[config.mk]
export PLATFORM = sky130hd
export DESIGN_NAME = uart_tx
export DESIGN_NICKNAME = d
export VERILOG_FILES = /design/src/rtl/uart_tx_pkg.sv /design/src/rtl/uart_baud_div.sv /design/src/rtl/uart_tx.sv
export SDC_FILE = /design/constraint.sdc
export NUM_CORES = 1
export LEC_CHECK = 0
export ABC_CLOCK_PERIOD_IN_PS = 2600
export CORE_MARGIN = 1.5
export CORE_UTILIZATION = 35
export DETAILED_ROUTE_END_ITERATION = 12
export PLACE_DENSITY = 0.56
export SLEW_MARGIN = 20
export SYNTH_ARGS = -nofsm -noshare
export SYNTH_HDL_FRONTEND = slang
export SYNTH_SLANG_ARGS = --single-unit
[constraint.sdc]
create_clock -name clk -period 2.6 [get_ports clk]
set_clock_uncertainty 0.05 [all_clocks]
set_input_delay 0.39 -clock clk [delete_from_list [all_inputs] [get_ports clk]]
set_output_delay 0.39 -clock clk [all_outputs]
set_load 0.1 [all_outputs]
[src/rtl/uart_tx_pkg.sv]
// Shared UART transmit definitions: FSM encodings, line levels, widths and
// the burst-size clamp used when a burst is started.
package uart_tx_pkg;

  localparam logic [2:0] UART_TX_IDLE  = 3'd0;
  localparam logic [2:0] UART_TX_LOAD  = 3'd1;
  localparam logic [2:0] UART_TX_START = 3'd2;
  localparam logic [2:0] UART_TX_DATA  = 3'd3;
  localparam logic [2:0] UART_TX_STOP  = 3'd4;

  localparam logic TX_START_BIT = 1'b0;
  localparam logic TX_STOP_BIT  = 1'b1;

  localparam int UART_DIV_RATE = 16;
  localparam int BYTE_W        = 8;
  localparam int WORD_W        = 32;

  function automatic int clamp_words(input int wnum, input int max_words);
    return (wnum > max_words) ? max_words : wnum;
  endfunction

endpackage

[src/rtl/uart_baud_div.sv]
// Bit-period divider: counts DIV_RATE-1 down to 0, tick is high on the last
// cycle of each bit period; reload restarts a fresh period.
module uart_baud_div #(
  parameter int DIV_RATE = 16
) (
  input  logic clk,
  input  logic resetn,
  input  logic reload,
  output logic tick
);

  localparam int CW = (DIV_RATE > 2) ? $clog2(DIV_RATE) : 1;
  localparam logic [CW-1:0] LAST = CW'(DIV_RATE - 1);

  logic [CW-1:0] cnt_r;
  logic [CW-1:0] cnt_next_s;
  logic          tick_r;

  // Next divider value: reload on request or at the bit boundary.
  always_comb begin
    cnt_next_s = cnt_r;
    if (reload || (cnt_r == {CW{1'b0}})) begin
      cnt_next_s = LAST;
    end else begin
      cnt_next_s = cnt_r - CW'(1);
    end
  end

  // Divider state and registered boundary flag.
  always_ff @(posedge clk or negedge resetn) begin
    if (!resetn) begin
      cnt_r  <= {CW{1'b0}};
      tick_r <= 1'b0;
    end else begin
      cnt_r  <= cnt_next_s;
      tick_r <= (cnt_next_s == {CW{1'b0}});
    end
  end

  assign tick = tick_r;

endmodule

[src/rtl/uart_tx.sv]
// Burst UART transmitter: buffers 1..FIFO_WORDS words, then sends the bytes
// little-endian as 8N1 frames. FIFO_WORDS must be a power of two >= 2.
module uart_tx
  import uart_tx_pkg::*;
#(
  parameter int DIV_RATE   = UART_DIV_RATE,
  parameter int FIFO_WORDS = 4,
  parameter int WNUM_W     = 3
) (
  input  logic              clk,
  input  logic              resetn,
  input  logic              start,
  input  logic [WNUM_W-1:0] word_number,
  input  logic [31:0]       word_data,
  input  logic              word_valid,
  output logic              word_ready,
  output logic              tx,
  output logic              busy,
  output logic              done
);

  localparam int DEPTH = FIFO_WORDS * 4;
  localparam int CNT_W = $clog2(DEPTH) + 1;

  logic [2:0]        state_r;
  logic [CNT_W-1:0]  wr_cnt_r;
  logic [CNT_W-1:0]  rd_cnt_r;
  logic [CNT_W-1:0]  limit_r;
  logic [2:0]        bit_cnt_r;
  logic [BYTE_W-1:0] shift_r;
  logic [WORD_W-1:0] fifo_r [FIFO_WORDS];
  logic              tx_r;
  logic              word_ready_r;
  logic              busy_r;
  logic              done_r;

  logic [CNT_W-1:0]  limit_s;
  logic [CNT_W-1:0]  wr_next_s;
  logic [CNT_W-1:0]  rd_next_s;
  logic [BYTE_W-1:0] rd_byte_s;
  logic              accept_s;
  logic              reload_s;
  logic              tick_s;

  // Divider is held in reload until serialisation begins, so START gets a full period.
  assign reload_s = (state_r == UART_TX_IDLE) || (state_r == UART_TX_LOAD);

  uart_baud_div #(.DIV_RATE(DIV_RATE)) u_baud_div (
    .clk    (clk),
    .resetn (resetn),
    .reload (reload_s),
    .tick   (tick_s)
  );

  // Burst limit, counter increments and the byte addressed by rd_cnt.
  always_comb begin
    limit_s   = CNT_W'(clamp_words(int'(word_number), FIFO_WORDS) * 4);
    wr_next_s = wr_cnt_r + CNT_W'(4);
    rd_next_s = rd_cnt_r + CNT_W'(1);
    accept_s  = (state_r == UART_TX_LOAD) && word_valid && word_ready_r;
    rd_byte_s = fifo_r[rd_cnt_r[CNT_W-2:2]][{rd_cnt_r[1:0], 3'b000} +: BYTE_W];
  end

  // Word buffer; contents are don't-care until written during LOAD.
  always_ff @(posedge clk) begin
    if (accept_s) begin
      fifo_r[wr_cnt_r[CNT_W-2:2]] <= word_data;
    end
  end

  // Burst sequencer and registered line/handshake outputs.
  always_ff @(posedge clk or negedge resetn) begin
    if (!resetn) begin
      state_r      <= UART_TX_IDLE;
      wr_cnt_r     <= {CNT_W{1'b0}};
      rd_cnt_r     <= {CNT_W{1'b0}};
      limit_r      <= {CNT_W{1'b0}};
      bit_cnt_r    <= 3'd0;
      shift_r      <= {BYTE_W{1'b0}};
      tx_r         <= TX_STOP_BIT;
      word_ready_r <= 1'b0;
      busy_r       <= 1'b0;
      done_r       <= 1'b0;
    end else begin
      done_r <= 1'b0;
      case (state_r)
        UART_TX_IDLE: begin
          tx_r <= TX_STOP_BIT;
          if (start) begin
            if (word_number == {WNUM_W{1'b0}}) begin
              done_r <= 1'b1;
            end else begin
              limit_r      <= limit_s;
              wr_cnt_r     <= {CNT_W{1'b0}};
              rd_cnt_r     <= {CNT_W{1'b0}};
              word_ready_r <= 1'b1;
              busy_r       <= 1'b1;
              state_r      <= UART_TX_LOAD;
            end
          end
        end
        UART_TX_LOAD: begin
          if (accept_s) begin
            wr_cnt_r <= wr_next_s;
            if (wr_next_s == limit_r) begin
              word_ready_r <= 1'b0;
              tx_r         <= TX_START_BIT;
              state_r      <= UART_TX_START;
            end
          end
        end
        UART_TX_START: begin
          if (tick_s) begin
            shift_r   <= rd_byte_s;
            tx_r      <= rd_byte_s[0];
            bit_cnt_r <= 3'd0;
            state_r   <= UART_TX_DATA;
          end
        end
        UART_TX_DATA: begin
          if (tick_s) begin
            if (bit_cnt_r == 3'd7) begin
              tx_r    <= TX_STOP_BIT;
              state_r <= UART_TX_STOP;
            end else begin
              shift_r   <= {1'b0, shift_r[BYTE_W-1:1]};
              tx_r      <= shift_r[1];
              bit_cnt_r <= bit_cnt_r + 3'd1;
            end
          end
        end
        UART_TX_STOP: begin
          if (tick_s) begin
            rd_cnt_r <= rd_next_s;
            if (rd_next_s < limit_r) begin
              tx_r    <= TX_START_BIT;
              state_r <= UART_TX_START;
            end else begin
              busy_r  <= 1'b0;
              done_r  <= 1'b1;
              state_r <= UART_TX_IDLE;
            end
          end
        end
        default: begin
          state_r      <= UART_TX_IDLE;
          tx_r         <= TX_STOP_BIT;
          word_ready_r <= 1'b0;
          busy_r       <= 1'b0;
        end
      endcase
    end
  end

  assign word_ready = word_ready_r;
  assign tx         = tx_r;
  assign busy       = busy_r;
  assign done       = done_r;

endmodule

Yosys cells after proc, flatten, opt, wreduce, memory -nomap -nowiden --
Memory sizes are Yosys's and may differ from the RTL's. Index checks and enable logic that the tools add are counted.
Word-level totals: memories kept 1, output and inout port bits 4, register bits 36, bits in writable memories 128
Memories:
- fifo_r | words 4, width 32, read ports 1, clocked after Yosys merged registers in 0, wr ports 1, RTL line uart_tx.sv:31 | logic [WORD_W-1:0] fifo_r [FIFO_WORDS];
Cells by class: add/sub/neg operators 4, muxes and demuxes 47, shifts and indexed selects 1, bitwise logic cells 3, eq/ne operators 17, $lt $le $gt $ge 2, reductions and logical operators 21
Operators by type and width (count):
- 2-to-1 mux 3 bit | 12
- variable part select 32 x 6 -> 8 bit | 1
- 2-to-1 mux 8 bit | 3
- 2-to-1 mux 5 bit | 4
- case mux 5 bit (2 select lines) | 2
- 2-to-1 mux 1 bit | 17
- case mux 8 bit (2 select lines) | 1
- case mux 3 bit (5 select lines) | 1
- inequality test 2 bit, second input constant | 7
- AND reduction 4 bit | 3
- AND reduction 5 bit | 2
- zero test 4 bit | 2
- inequality test 2 x 1 -> 1 bit, second input constant | 4
- AND reduction 8 bit | 1
- equality test 3 x 2 -> 1 bit, second input constant | 2
- equality test 3 bit, second input constant | 2
- zero test 3 bit | 2
- case mux 1 bit (3 select lines) | 2
- case mux 3 bit (2 select lines) | 1
- AND reduction 6 bit | 1
- nonzero test 2 bit | 3
- OR reduction 3 bit | 2
- adder 5 x 1 -> 5 bit, second input constant | 1
- adder 5 x 3 -> 5 bit, second input constant | 1
- 14 further kinds | 18

Depth between registers and ports, before layout --
depth in word-level cells 5, depth in mapped cells 10, depth with buffers taken out 9

Hierarchy --
Synthesis repeated with hierarchy kept, for this count alone.
Unflattened totals: cell total of the unflattened synthesis 386, area total of the unflattened synthesis 6739.0 µm²
Modules (own cells, without submodules):
- uart_tx | cells an instance 367, instances 1, area an instance 6511.2 µm²
- uart_baud_div | cells an instance 19, instances 1, area an instance 227.7 µm²

Worst setup path before layout --
OpenSTA, ideal clock, no wires.
path kind reg2reg, from register word_ready_r (netlist: word_ready), to memory fifo_r[0][0] (enable), stages on the path, launching flop included 4, slack 30 ps, clock period less this slack 2570 ps, required time 2158 ps, data arrival time 2128 ps, cell sequence dfrtp_1 -> nand2_1 -> nor2_1 -> and2_1
On the way: word-level cells in the longest chain between the ends 3
Ends and longest elaborated chain:
- from (decl) | RTL line uart_tx.sv:33 | logic word_ready_r;
- from (signal assigned) | RTL line uart_tx.sv:81 | word_ready_r <= 1'b0;
- from (signal assigned) | RTL line uart_tx.sv:96 | word_ready_r <= 1'b1;
- from (signal assigned) | RTL line uart_tx.sv:106 | word_ready_r <= 1'b0;
- logical AND 1 bit | RTL line uart_tx.sv:60 | accept_s = (state_r == UART_TX_LOAD) && word_valid && word_ready_r;
- 2-to-1 mux 1 bit | RTL line uart_tx.sv:66 | if (accept_s) begin
- 2-to-1 mux 1 bit (implied by the code) | RTL line uart_tx.sv:67 | fifo_r[wr_cnt_r[CNT_W-2:2]] <= word_data;
- to (decl) | RTL line uart_tx.sv:31
No other way between the ends.

Final worst setup path --
from register rd_cnt_r[2], to register shift_r[2]
On the way: word-level cells in the longest chain between the ends 4
Ends and longest elaborated chain:
- from (decl) | RTL line uart_tx.sv:27 | logic [CNT_W-1:0] rd_cnt_r;
- from (signal assigned) | RTL line uart_tx.sv:76 | rd_cnt_r <= {CNT_W{1'b0}};
- from (signal assigned) | RTL line uart_tx.sv:95 | rd_cnt_r <= {CNT_W{1'b0}};
- from (signal assigned) | RTL line uart_tx.sv:134 | rd_cnt_r <= rd_next_s;
- memory (4 x 32 bit)
- variable part select 32 x 6 -> 8 bit | RTL line uart_tx.sv:61 | rd_byte_s = fifo_r[rd_cnt_r[CNT_W-2:2]][{rd_cnt_r[1:0], 3'b000} +: BYTE_W];
- 2-to-1 mux 8 bit | RTL line uart_tx.sv:113 | if (tick_s) begin
- case mux 8 bit (2 select lines) | RTL line uart_tx.sv:86 | case (state_r)
- to (signal assigned) | RTL line uart_tx.sv:79 | shift_r <= {BYTE_W{1'b0}};
- to (signal assigned) | RTL line uart_tx.sv:114 | shift_r <= rd_byte_s;
- to (signal assigned) | RTL line uart_tx.sv:126 | shift_r <= {1'b0, shift_r[BYTE_W-1:1]};
- to (decl) | RTL line uart_tx.sv:30 | logic [BYTE_W-1:0] shift_r;
No other way between the ends. The select of a mux whose other input is x is not followed. A chain may end at the register's enable or synchronous reset.

==> results.json <==
{
  "worstReg2RegStart": "rd_cnt_r[2]",
  "cts_buffers": 17,
  "cts_root_buf": "clkbuf_16",
  "core_area_um2": 18710,
  "postCtsSetupBuffers": 0,
  "num_vias": 3536,
  "p_seq_share_pct": 44.3,
  "switching_share_pct": 27.49,
  "fin_crit_sh_pct": 88.65,
  "switching_power_w": 0.001970,
  "combPwrFrac_pct": 18.8,
  "fin_tns_setup_ps": 0,
  "arrival_ps": 2540,
  "ys_top_cells_by_area": "edfxtp_1, dfrtp_1, mux4_2, ha_1, o21ai_0",
  "hold_viol": 0,
  "syn-mean-instance-area_um2": 16.77,
  "dr.pass1.iters": 5,
  "clk_path_buf_depth": 2,
  "post_cts_resized": 0,
  "p_clk_share_pct": 37.0,
  "synth.most_common_cell": "edfxtp_1",
  "cts_tree": "done",
  "synth_seq_area_share_pct": 69.79,
  "leakage_nw": 2.766,
  "synth_flop_cell": "edfxtp_1",
  "maxCapViolations": 0,
  "ctsHoldBuffers": 0,
  "dr.first_iter.drc_count": 163,
  "grt_pass1_wl_mm": 20.87,
  "die_x_um": 141.3,
  "slew_violations": 0,
  "synth_cells": 399,
  "num_antenna_cells": 0,
  "rsz0062_at_grt": "false",
  "min_period_ps": 2305,
  "internal-power_w": 0.005194,
  "yosys.area.top_type_share_pct": 57.43,
  "critPathKind": "reg -> reg",
  "drive_gt1_share_pct": 20.21,
  "grt_max_degree": 34,
  "row_count": 50,
  "powerDensity_nw_per_um2": 884.1,
  "critPathLaunchType": "register",
  "cp-startpoint": "rd_cnt_r[2]",
  "clkTransAtPathRegs_ps": 60,
  "yosys.area.top_type": "edfxtp_1",
  "cp.required_ps": 2840,
  "worst_pin_slew_ps": 638.7,
  "start_util_pct": 35.78,
  "die_h_um": 141.3,
  "postLayoutSetupSlackWorst_ps": 295.2,
  "numPortBuffers": 42,
  "gr-usage-all-layers_pct": 14.03,
  "critPathMaxFanout": 15,
  "dieArea_um2": 19960,
  "syn_nets": 448,
  "synth_edf_count": 128,
  "ys_types": 49,
  "regArea_um2": 4672,
  "pre_cts_ws_ps": 260.1,
  "hpwl_mm": 8.073,
  "antenna_found_initial": 1,
  "io_pins": 43,
  "status": "complete, no violations",
  "routedWlPerCell_um": 18.16,
  "final_nets": 506,
  "syn_to_final_growth_pct": 21.07,
  "synth-async-reset-ratio_pct": 20.50,
  "maxSlewHeadroom_pct": 57.42,
  "drc_errors": 0,
  "viasPerCell": 5.023,
  "grt_overflow_total": 0,
  "yosys-top-cells-count": "edfxtp_1, dfrtp_1, mux4_2",
  "yosysWarnings": 0,
  "clock_sinks": 161,
  "utilization_pct": 43.32,
  "fin_hold_ws_ps": 336.2,
  "end_kind": "register",
  "ys_ff_latch": 161,
  "clk_latency_ps": 420,
  "gp_congestion": 0.7732,
  "cts_max_level": 4,
  "netlist_area_um2": 6693,
  "detail_route.wirelength_mm": 12.79,
  "peakVddDrop_mv": 0.4934,
  "multi_input_area_um2": 1873,
  "grt_pass1_vias": 3814,
  "setup_viol": 0,
  "fillers": 1645,
  "final_antenna_net_count": 0,
  "fmax_mhz": 433.9,
  "hp-class": "in -> async"
}
layout by cell type, fill, tap and decap left out, drive strengths merged, types with 11 or more instances in the layout:
master	n
edfxtp	128
clkdlybuf4s50	38
dfrtp	32
mux4	32
o21ai	26
nand2	24
buf	20
inv	19
clkbuf	18
nor2	17
nand3	13
a21oi	11
power groups by stage:
stage | combinational [W] | clock (W) | sequential [W]
after detailed placement | 0.00136 | 0 | 0.00322
after floorplan | 0.000807 | 0 | 0.00336
after global placement | 0.00135 | 0 | 0.00322
final | 0.00134 | 0.00265 | 0.00317
after global routing | 0.00149 | 0.00281 | 0.00320
after CTS | 0.00136 | 0.00270 | 0.00317
final cells by class:
cell class / count / share of cell area [%]
flip-flops and latches: 161 / 57.66
multi-input cells: 205 / 23.12
repair buffers: 58 / 7.165
clock buffers: 18 / 5.296
well taps: 234 / 3.613
clock inverters: 14 / 2.502
inverters: 14 / 0.6485
per-layer routing:
| layer | wire [um] | part of all wire [%] | vias to the layer above | global-route usage [%] |
|---|---|---|---|---|
| met3 | 422 | 3.3 | 9 | 3.307 |
| met5 | 0 | 0 | - | 0 |
| met1 | 5904 | 46 | 1801 | 18.14 |
| li1 | - | - | 1671 | - |
| met2 | 6328 | 49 | 55 | 23.32 |
| met4 | 131 | 1.0 | 0 | 4.770 |
state kept, by name, indices dropped and copies added, names as in the netlist, 3 cells and up:
name and flops:
fifo_r 128, wr_cnt_r 3, u_baud_div.cnt_r 4, limit_r 3, shift_r 7, state_r 3, rd_cnt_r 5, bit_cnt_r 3
final timing paths:
kind	to	slack (ps)	cells past startpoint
max in group asynchronous	tx	1810	2
min in group clk	u_baud_div.cnt_r[0]	430	1
min reg2reg	u_baud_div.cnt_r[0]	430	1
max reg2reg	shift_r[2]	300	5
min	u_baud_div.cnt_r[1]	340	2
max	shift_r[2]	300	5
cells by family after synthesis:
kind of cell,synth area share (%)
muxes,13.80
xor gates and xnor gates,1.009
AOI/OAI and AO/OA,5.179
buffers and inverters,2.225
adders and majority gates,1.870
DFF,69.79
and+or+nand+nor,6.132
critical path, stage by stage (launching register included):
cell and delay, ps:
dfrtp_2 600, buf_4 320, mux4_2 540, mux2_2 290
o21ai_0 240, a31oi_1 120
per-stage QoR:
| step | total power, W | std cells | cell area (um2) |
|---|---|---|---|
| 2_1_floorplan | 0.004163 | 399 | 6693 |
| 3_5_place_dp | 0.004587 | 672 | 7471 |
| 3_3_place_gp | 0.004567 | 672 | 7471 |
| 6_report | 0.007164 | 704 | 8103 |
| 5_1_grt | 0.007507 | 704 | 8103 |
| 4_1_cts | 0.007241 | 704 | 8103 |
Power figures use the tool's default switching activity.
==> variant 1: new RTL, same settings <==
Reset style: synchronous (`resetn`), changed in 2 clocked blocks.
--- a/src/rtl/uart_baud_div.sv
+++ b/src/rtl/uart_baud_div.sv
@@ -28,5 +28,5 @@
 
   // Divider state and registered boundary flag.
-  always_ff @(posedge clk or negedge resetn) begin
+  always_ff @(posedge clk) begin
     if (!resetn) begin
       cnt_r  <= {CW{1'b0}};
--- a/src/rtl/uart_tx.sv
+++ b/src/rtl/uart_tx.sv
@@ -70,5 +70,5 @@
 
   // Burst sequencer and registered line/handshake outputs.
-  always_ff @(posedge clk or negedge resetn) begin
+  always_ff @(posedge clk) begin
     if (!resetn) begin
       state_r      <= UART_TX_IDLE;
Check against the original RTL: differs if resetn is asserted again (counterexample within 4 cycles, from zero or initial values and one cycle with resetn low); with resetn held inactive, the same outputs for 10 cycles.
==> variant 1 against the original RTL <==
- routed wire length grew 3.4%
- synthesized cell count grew 1.5%
- cell area grew 0.34%
- sequential cell count grew 2
- worst setup slack lost 34 ps
- synthesized area grew 0.67%
Power is not compared: it rests on default switching activity, and its combinational part moved more than twofold at a synthesized area within 25%.
==> variant 1: results (changes against the original RTL) <==
- Synth Area in Compound Gates: 6.30% (+1.1 points)
- Gr usage total: 14.1% (+0.12 points)
- Outcome: complete, no violations
- Slowest stage delay, CP: 400 ps (-200 ps)
- Via count: 3655 (+3.4%)
- R2r startpoint: rd_cnt_r[1]
- Iter 0 DRT Violations: 207 (+27%)
- Fin nets: 514 (+1.6%)
- Antenna violations before repair: 0 (-1)
- Critical path arrival: 2640 ps (+100 ps)
- Min-Delay Path Class: reg2reg
- Ranking of synthesized cells by area: edfxtp_1 57%, mux4_2 11%, dfxtp_1 10%, mux2i_1 2.8%, ha_1 1.9%
- Worst hold slack: 417 ps (+80.7 ps)
- Drt pass-1 iters: 4 (-1)
- Share of layout cells above drive strength 1: 20.3% (+0.080 points)
- Sequential share of the synthesized area: 67.4% (-2.3 points)
- Post-synthesis xor/xnor area fraction: 1.26% (+0.25 points)
- CP top delay family: simple AND/OR/NAND/NOR gates
- Met1 track utilization from global routing: 18.2% (+0.067 points)
- R2R depth: 9 (+4)
- Met2 GRT Util: 23.2% (-0.088 points)
- Synth cell count leaders: 128 x edfxtp_1, 35 x dfxtp_1, 32 x mux4_2, 19 x mux2i_1, 15 x nor2_1
- Placer Congestion: 0.758 (-2.0%)
- Unique masters post-synth: 53 (+8.2%)
- Worst-margin pin slew: 717 ps (+78.2 ps)
- R2r setup slk: 260 ps (-30 ps)
variant 1: worst max path at each step:
stage | cells past startpoint | end | start | slack [ps]
2_1_floorplan | 3 | fifo_r[3][0] | word_ready | 160
3_3_place_gp | 9 | tx | rd_cnt_r[1] | 250
3_5_place_dp | 9 | tx | rd_cnt_r[1] | 180
4_1_cts | 9 | tx | rd_cnt_r[1] | 160
5_1_grt | 9 | tx | rd_cnt_r[1] | 50
6_report | 9 | tx | rd_cnt_r[1] | 260
variant 1: power breakdown:
part	switching, uW	internal (uW)	total [uW]
sequential	14.6	2830	2840
combinational	117	104	221
clock	1070	1350	2420
variant 1: cell type report:
class | instances | area share (%)
timing repair buffer | 62 | 7.97
clock inverter | 14 | 1.82
clock buffer | 18 | 5.28
inverter | 10 | 0.462
sequential | 163 | 55.9
multi-input combinational | 211 | 24.9
tap | 234 | 3.60
variant 1: what timing repair did:
item | in CTS | in global routing
endpoints found under the setup margin | 0 | 2
setup buffers | 0 | 0
gates resized for setup | 0 | 1
==> variant 2: new RTL, config.mk and constraints unchanged <==
Without the edit above. Change the parameter `FIFO_WORDS` from 4 to 2.
--- a/src/rtl/uart_tx.sv
+++ b/src/rtl/uart_tx.sv
@@ -5,5 +5,5 @@
 #(
   parameter int DIV_RATE   = UART_DIV_RATE,
-  parameter int FIFO_WORDS = 4,
+  parameter int FIFO_WORDS = 2,
   parameter int WNUM_W     = 3
 ) (
Behaviour: not the same (a bounded check fails within 4 cycles, from zero or initial values and one cycle with resetn low).
==> variant 2 against the original RTL <==
- sequential cell count decreased by 67
- routed wire length down 42%
- power decreased by 46%
- worst setup slack improved by 270 ps
- count of clock-buffer cells in the layout is 9 lower
- synthesized area is 40% lower
- cell area is 38% lower
- via count decreased by 33%
- clock power fell by 45%
==> variant 2: results (changes against the original RTL) <==
- Placer Congestion: 0.739 (-4.4%)
- R2r setup slk: 560 ps (+270 ps)
- CP top delay family: compound AO/OA/AOI/OAI gates
- Vias in the first global route: 2384 (-37%)
- Leak pwr: 0.00184 uW (-34%)
- Gr usage total: 13.4% (-0.64 points)
- Outcome: complete, no violations
- Root Buffer: clkbuf_16
- Share of layout cells above drive strength 1: 16.3% (-3.9 points)
- Inserted Clock Buffers: 9 (-8)
- CP Max Fanout: 9 (-6)
- Min-Delay Path Class: in2async
- RR Endpoint: tx
- HPWL Detailed: 4910 microns (-39%)
- R2R depth: 7 (+2)
- Master of the slowest instance on the critical path: dfrtp_1
- Largest net degree at the start of global routing: 33 (-2.9%)
- Vias per inst: 4.95 (-1.4%)
- Worst-margin pin slew: 610 ps (-28.7 ps)
- Post-Route WL: 7400 microns (-42%)
- PortBufs: 42 (unchanged)
- VDD IR-drop max: 0.306 mV (-38%)
- Fill count: 1032 (-37%)
- Clock Tree Buf Depth: 2 (unchanged)
- Sequential share of the synthesized area: 66.2% (-3.5 points)
- Drt pass-1 iters: 4 (-1)
- Synth cell count leaders: 64 x edfxtp_1, 32 x nand2_1, 29 x dfrtp_1, 27 x o21ai_0, 15 x mux4_2
- Ranking of synthesized cells by area: edfxtp_1 48%, dfrtp_1 18%, mux4_2 8.4%, o21ai_0 3.3%, nand2_1 3.0%
- NetSw: 996 uW (-49%)
- Ys async rst share: 31.9% (+11 points)
- Unique masters post-synth: 44 (-10%)
- Post-synth net total: 322 (-28%)
- Slowest stage delay, CP: 400 ps (-200 ps)
- Iter 0 DRT Violations: 158 (-3.1%)
- Clock latency on the worst-skew pair: 340 ps (-80 ps)
- Setup crit start: rd_cnt_r[0]
- # diodes: 0 (unchanged)
- CTS resizes: 0 (unchanged)
- Setup WS pre-CTS: 512 ps (+252 ps)
- H-tree Lvls: 3 (-1)
- Fin nets: 371 (-27%)
- Antenna violations before repair: 0 (-1)
- Yosys warnings: 0 (unchanged)
- Critical path arrival: 2260 ps (-280 ps)
- EDFF count, synth: 64 (-50%)
- First-pass GRT wire length: 12000 microns (-43%)
- Flip-flop count of the largest register after layout: 64 (-50%)
- Post-CTS setup buffer count: 0 (unchanged)
- Clk slew on worst S/H paths: about 70 ps
## variant 2: changes by cell type in the layout (fill, tap and decap cells not counted), moves of 8 or more
cell,delta
nand2_1,+8
nand3_1,-8
clkbuf_16,-8
inv_1,-8
mux4_2,-15
a31oi_1,-9
edfxtp_1,-64
## variant 2: area by class of cell
cell class	count	area (sq um)	area share (%)
well taps	143	179	3.57
flip-flops and latches	94	2680	53.4
multi-input cells	163	1280	25.5
clock inverters	7	111	2.22
clock buffers	9	225	4.50
inverters	6	22.5	0.450
repair buffers	53	518	10.3
## variant 2: power by group through the flow
stage / combinational, uW / clock [uW] / sequential, uW
after global routing: 657 / 1570 / 1820
after CTS: 582 / 1500 / 1810
final: 573 / 1460 / 1810
after global placement: 572 / 0 / 1840
after floorplan: 360 / 0 / 1880
after detailed placement: 580 / 0 / 1840
## variant 2: kinds of logic (layout without fill, tap and decap cells)
logic type | after synthesis | after routing | synth area share, %
DFF | 94 | 94 | 66.2
AOI/OAI and AO/OA | 54 | 54 | 8.40
xor gates and xnor gates | 4 | 4 | 0.868
adders and majority gates | 5 | 5 | 1.55
and+or+nand+nor | 73 | 73 | 8.62
muxes | 27 | 27 | 11.8
buffers and inverters | 21 | 75 | 2.51
## variant 2: layer usage
layer	track usage [%]	routed length (microns)
met1	18.4	3470
met4	5.77	110
met2	20.1	3570
met5	0	0
met3	3.47	254
## variant 2: worst register-to-register path: stages (launching register included)
cell      delay, ps
dfrtp_1         400
buf_4           190
ha_1            240
xnor2_1         150
a21boi_2        250
a21oi_1         110
o211ai_1        230
mux2_2          360
## variant 2: worst max-delay path by stage
stage,to,slack [ps],depth (start not counted)
global route,bit_cnt_r[0],350,6
finish,tx,560,7
CTS,bit_cnt_r[0],540,6
global placement,rd_cnt_r[2],530,6
detailed placement,rd_cnt_r[3],510,5
floorplan,fifo_r[0][0],0.2,2
## variant 2: stage by stage
step	util (%)	hold WS [ps]	total power [uW]	instances	instance area (sq um)
3_5_place_dp	41.3	403	2420	459	4670
2_1_floorplan	-	44.4	2240	278	4050
5_1_grt	44.2	432	4050	475	5010
4_1_cts	44.2	407	3890	475	5010
6_report	44.2	393	3840	475	5010
3_3_place_gp	41.3	404	2410	459	4670
